===== config.mk =====
export PLATFORM = sky130hd
export DESIGN_NAME = debounce_pulse
export DESIGN_NICKNAME = d
export VERILOG_FILES = /design/src/rtl/debounce_pulse.sv
export SDC_FILE = /design/constraint.sdc
export NUM_CORES = 1
export LEC_CHECK = 0
export CORE_MARGIN = 3
export CORE_UTILIZATION = 50
export CTS_CLUSTER_SIZE = 16
export DETAILED_ROUTE_END_ITERATION = 6
export HOLD_SLACK_MARGIN = 0.15
export PLACE_DENSITY = 0.76
export SLEW_MARGIN = 20
export SYNTH_ARGS = -nofsm -noshare
export SYNTH_HDL_FRONTEND = slang
export SYNTH_SLANG_ARGS = --single-unit

===== constraint.sdc =====
create_clock -name clock -period 2.6 [get_ports clock]
set_clock_uncertainty 0.2 [all_clocks]
set_input_delay 0.65 -clock clock [delete_from_list [all_inputs] [get_ports clock]]
set_output_delay 0.65 -clock clock [all_outputs]
set_load 0.1 [all_outputs]

===== src/rtl/debounce_pulse.sv =====
// Push-button front end: two-flop synchronizer, debounce FSM and auto-repeat.
// Emits one-cycle enable pulses per accepted press and per repeat interval.
module debounce_pulse #(
  parameter int unsigned DEBOUNCE      = 16,
  parameter int unsigned REPEAT_DELAY  = 64,
  parameter int unsigned REPEAT_PERIOD = 16,
  parameter int unsigned CNT_W         = 16
) (
  input  logic clock,
  input  logic reset,
  input  logic button,
  input  logic repeat_en,
  output logic enable,
  output logic pressed
);

  localparam logic [CNT_W-1:0] DB_LAST    = CNT_W'(DEBOUNCE - 1);
  localparam logic [CNT_W-1:0] RPT_LAST   = CNT_W'(REPEAT_DELAY - 1);
  // Modular reload: still yields REPEAT_PERIOD spacing when PERIOD exceeds DELAY.
  localparam logic [CNT_W-1:0] RPT_RELOAD = CNT_W'(REPEAT_DELAY - REPEAT_PERIOD);
  localparam logic [CNT_W-1:0] ONE        = CNT_W'(1);

  typedef enum logic [1:0] {
    IDLE,
    PRESS_WAIT,
    HELD,
    REL_WAIT
  } state_e;

  state_e           state_q, state_d;
  logic             s1_q, s2_q;
  logic [CNT_W-1:0] dcnt_q, dcnt_d;
  logic [CNT_W-1:0] rcnt_q, rcnt_d;
  logic             enable_q, enable_d;
  logic             pressed_q, pressed_d;

  always_ff @(posedge clock or posedge reset) begin
    if (reset) begin
      s1_q      <= 1'b0;
      s2_q      <= 1'b0;
      state_q   <= IDLE;
      dcnt_q    <= '0;
      rcnt_q    <= '0;
      enable_q  <= 1'b0;
      pressed_q <= 1'b0;
    end else begin
      s1_q      <= button;
      s2_q      <= s1_q;
      state_q   <= state_d;
      dcnt_q    <= dcnt_d;
      rcnt_q    <= rcnt_d;
      enable_q  <= enable_d;
      pressed_q <= pressed_d;
    end
  end

  always_comb begin
    state_d   = state_q;
    dcnt_d    = dcnt_q;
    rcnt_d    = rcnt_q;
    enable_d  = 1'b0;
    pressed_d = pressed_q;
    case (state_q)
      IDLE: begin
        pressed_d = 1'b0;
        dcnt_d    = '0;
        if (s2_q) begin
          state_d = PRESS_WAIT;
          dcnt_d  = ONE;
        end
      end
      PRESS_WAIT: begin
        pressed_d = 1'b0;
        if (!s2_q) begin
          state_d = IDLE;
          dcnt_d  = '0;
        end else if (dcnt_q == DB_LAST) begin
          state_d   = HELD;
          enable_d  = 1'b1;
          pressed_d = 1'b1;
          rcnt_d    = '0;
          dcnt_d    = '0;
        end else begin
          dcnt_d = dcnt_q + ONE;
        end
      end
      HELD: begin
        pressed_d = 1'b1;
        // A release sample takes priority over a due repeat pulse.
        if (!s2_q) begin
          state_d = REL_WAIT;
          dcnt_d  = ONE;
        end else if (!repeat_en) begin
          rcnt_d = '0;
        end else if (rcnt_q == RPT_LAST) begin
          enable_d = 1'b1;
          rcnt_d   = RPT_RELOAD;
        end else begin
          rcnt_d = rcnt_q + ONE;
        end
      end
      REL_WAIT: begin
        pressed_d = 1'b1;
        if (s2_q) begin
          state_d = HELD;
          rcnt_d  = '0;
          dcnt_d  = '0;
        end else if (dcnt_q == DB_LAST) begin
          state_d   = IDLE;
          pressed_d = 1'b0;
          dcnt_d    = '0;
        end else begin
          dcnt_d = dcnt_q + ONE;
        end
      end
      default: begin
        state_d   = IDLE;
        dcnt_d    = '0;
        rcnt_d    = '0;
        pressed_d = 1'b0;
      end
    endcase
  end

  assign enable  = enable_q;
  assign pressed = pressed_q;

endmodule


-- Yosys cells after proc, flatten, opt, wreduce, memory -nomap -nowiden
Index checks and enable logic that the tools add are counted.
- add/subtract/negate cells: 2
- equal/unequal tests: 13
- multiplexer cells: 29
- reduce and logical (&&, ||, !) cells: 4
- operators with widths (cell ; number):
    16-bit two-way mux ; 10
    16-bit one-hot mux with 4 select lines ; 1
    16-bit one-hot mux with 3 select lines ; 1
    16-bit by 1-bit adder with 16-bit output, second input constant ; 2
    16-bit by 4-bit equality test with 1-bit output, second input constant ; 1
    16-bit by 6-bit equality test with 1-bit output, second input constant ; 1
    2-bit two-way mux ; 6
    2-bit inequality test, second input constant ; 6
    1-bit two-way mux ; 8
    2-bit one-hot mux with 4 select lines ; 1
    3-bit inequality test, second input constant ; 2
    5-bit AND reduction ; 1
    2-bit equality test, second input constant ; 2
    1-bit one-hot mux with 4 select lines ; 1
    4-bit AND reduction ; 1
    3-bit nonzero test ; 1
    2-bit by 1-bit equality test with 1-bit output, second input constant ; 1
    2-bit logical NOT ; 1
    1-bit one-hot mux with 2 select lines ; 1
- bits in registers: 38
- output and inout port bits: 2

-- Longest topological paths before layout
- word-level depth: 5
- depth in mapped cells: 8
- gate-level depth less buffers: 7

-- Worst setup path after synthesis
No wires, ideal clock.
- path type: reg2reg
- start point: register dcnt_q[5]
- end point: register rcnt_q[15]
- arrival: 1972 ps
- setup slack: 336 ps
- stages on the path, launching flop included: 7
- buffers on the path: 1
- clock period less this slack: 2264 ps
- cell sequence: dfrtp_1 -> or4_4 -> o41ai_4 -> o211ai_2 -> nand2b_4 -> buf_6 -> o31ai_2
- word-level cells in the longest chain between the ends: 3
- ends and longest elaborated chain (item ; RTL line ; source):
    start: declaration ; 32 ; logic [CNT_W-1:0] dcnt_q, dcnt_d;
    start signal: assignment ; 50 ; dcnt_q <= dcnt_d;
    16-bit by 4-bit equality test with 1-bit output ; 77 ; end else if (dcnt_q == DB_LAST) begin
    2-bit inequality test (no line) ; -- ;
    5-bit AND reduction (no line) ; -- ;
    end signal: assignment ; 51 ; rcnt_q <= rcnt_d;
    end: declaration ; 33 ; logic [CNT_W-1:0] rcnt_q, rcnt_d;
No other way between the ends.
A chain may end at the register's enable or synchronous reset.

-- Final worst setup path
- start point: register dcnt_q[9]
- end point: register rcnt_q[10]
Same word-level chain as after synthesis.

==> impl_metrics.toml <==
[cells_and_area]
num_antenna_cells = 0
fill_cells = 343
drive_gt1_share_pct = 14.1
nets = 273
area.growth.synth_to_final_pct = 12.4

[yosys]
synthFlopType = "dfrtp_1"
synth_area_leader_cell = "dfrtp_1"
yosysMostFrequentCell = "dfrtp_1"
avgSynthCellArea_sq_um = 9.04
synth_area_sq_mm = 0.00221
synth_edf_count = 0
ys_seq_area_share_pct = 42.9
syn_nets = 256
syn-instance-count = 245
ys_top_cells_by_area = "dfrtp_1, nor2_1, ha_1"
async_flop_share_pct = 100
synthTopCellsByCount = "dfrtp_1, nor2_1, nand2_1"
synth_top_area_share_pct = 42.9
synth.ff_latch_count = 38
yosys_warnings = 0
synth_cell_types = 50

[critical_path]
crit_required_ns = 2.56
cp-end-kind = "flip-flop"
path_class = "reg -> reg"
critPathMaxFanout = 15
cp.arrival_ns = 2.44
worst_setup_path_start_kind = "flip-flop"

[sta]
tns_ns = 0
finalCritPeriodShare_pct = 95.0
whs_ns = 0.186
finalCriticalPeriod_ns = 2.47
hold_viol_final = 0
max_freq_mhz = 405
report.final.slew_viol_count = 0
worstMarginPinSlew_ns = 0.706
setup_viol = 0
slew_headroom_pct = 52.5
rsz0062_at_grt = "no"

[cts]
clk_latency_ns = 0.29
path_clk_slew_ns = 0.07
cts_tree = "yes"
cts_max_level = 2
clkSinkCount = 38
clockBufferDepth = 2
cts_buffers = 5
cts_root_buffer = "clkbuf_8"

[route]
via_count = 1873
drc_errors = 0
routed_wl_mm = 4.74
viasPerCell = 5.98
antenna_left = 0
drt_iter0_drc = 113
wl_per_cell_um = 15.2
dr.pass1.iters = 4

[power]
peakVddDrop_mv = 0.406
p_leak_nw = 1.09
total_power_mw = 1.99
p_per_area_mw_per_mm2 = 799

[floorplan]
fp.dieW_um = 72.6
die_h_um = 72.6
die_area_sq_mm = 0.00526
top_level_ports = 6
rows = 23
initial_core_util_pct = 53.4
core_area_sq_mm = 0.00414

[global_routing]
grt_usage_pct = 20.2
gr-total-overflow = 0
grt_max_degree = 39
grt_pass1_wl_mm = 8.20
antenna_found_initial = 0
grt_pass1_vias = 1864

[flow_run]
drv_cap = 0

[run_status]
outcome = "complete, no violations"

[placed_design]
gp_congestion = 0.873
portBuffers = 5
dp.final_hpwl_mm = 3.34

[hold_path]
hp-class = "reg -> reg"
## repair_timing
item                       4_1_cts  5_1_grt
setup buffers                    0        3
hold buffers                     0        0
resized for setup                0        1
setup endpoints to repair        0        6
## path summary, 6_finish.rpt
check | startpoint | end | slack (ns) | cells past startpoint
max | dcnt_q[9] | rcnt_q[10] | 0.13 | 6
min | s1_q | s2_q | 0.19 | 0
max reg2reg | dcnt_q[9] | rcnt_q[10] | 0.13 | 6
min reg2reg | s1_q | s2_q | 0.19 | 0
max in group asynchronous | reset | rcnt_q[12] | 1.30 | 3
min in group asynchronous | reset | s1_q | 0.57 | 3
## sequential cells by signal, indices dropped and copies added (netlist names), named ones only
name,cells
dcnt_q,16
rcnt_q,16
enable,1
pressed,1
s1_q,1
s2_q,1
state_q,1
## final cells by class
type                            count  area, sq um  share of cell area (%)
Multi-Input combinational cell    181         1160                    46.7
Sequential cell                    38          951                    38.2
Timing Repair Buffer               21          165                    6.64
Clock buffer                        7         86.3                    3.47
Tap cell                           50         62.6                    2.51
Inverter                           15         56.3                    2.26
Clock inverter                      1         5.00                   0.201
## cell usage in the layout (no fill, tap or decap), types with 2 or more instances in the layout
cell | Yosys | routed
or4_4 | 2 | 2
a21o_1 | 2 | 2
a21oi_1 | 13 | 13
or4_1 | 3 | 3
ha_1 | 7 | 7
o22a_1 | 2 | 2
inv_1 | 15 | 15
or3_1 | 2 | 2
buf_4 | 0 | 18
o21a_1 | 2 | 2
xor2_1 | 8 | 8
nand2_1 | 20 | 20
or2_2 | 2 | 2
nand4_1 | 11 | 11
nand2b_1 | 3 | 3
and3_1 | 5 | 5
clkbuf_8 | 0 | 6
a31oi_1 | 3 | 3
nand3_1 | 15 | 15
a211oi_1 | 3 | 3
dfrtp_1 | 38 | 38
nor3_1 | 3 | 3
o21ai_0 | 7 | 7
o22ai_1 | 7 | 7
clkdlybuf4s50_1 | 0 | 3
o21ai_1 | 7 | 7
nand3b_1 | 2 | 2
nor4_1 | 2 | 2
o31ai_2 | 2 | 2
nor2_1 | 28 | 28
## worst max-delay path: stages (launching register included)
cell	delay [ns]
dfrtp_1	0.43
or4_4	0.58
o41ai_4	0.47
o211ai_4	0.15
buf_4	0.22
o21ai_0	0.20
o21ai_1	0.10
## through the flow
step           utilization, %  cells  setup slack (ns)  instance area (sq um)
6_report                 60.1    313             0.129                   2490
3_3_place_gp             57.1    302             0.184                   2370
4_1_cts                  59.3    310            0.0238                   2460
2_1_floorplan               -    245             0.337                   2210
5_1_grt                  60.1    313            0.0118                   2490
3_5_place_dp             57.1    302            0.0829                   2370
## per-layer routing
metal  GRT usage (%)  vias to the layer above  wire (um)
li1                -                      913          -
met1            24.4                      909       2170
met2            33.0                       40       2310
met3            4.57                       11        145
met4            11.3                        0        120
met5               0                        -          0
## cells by family (layout without fill, tap and decap cells)
logic type,count (synthesis),after routing,share of synthesized area [%]
adders and majority gates,7,7,3.95
xor gates and xnor gates,9,9,3.56
and+or+nand+nor,106,106,26.0
DFF,38,38,42.9
buffers and inverters,26,44,4.97
AOI/OAI and AO/OA,58,58,18.1
muxes,1,1,0.452
## report_power, final
group          internal (mW)  switching (mW)
registers              0.639          0.0464
logic                  0.355           0.532
clock network          0.214           0.203
No activity file was read; power rests on OpenSTA's default activity.
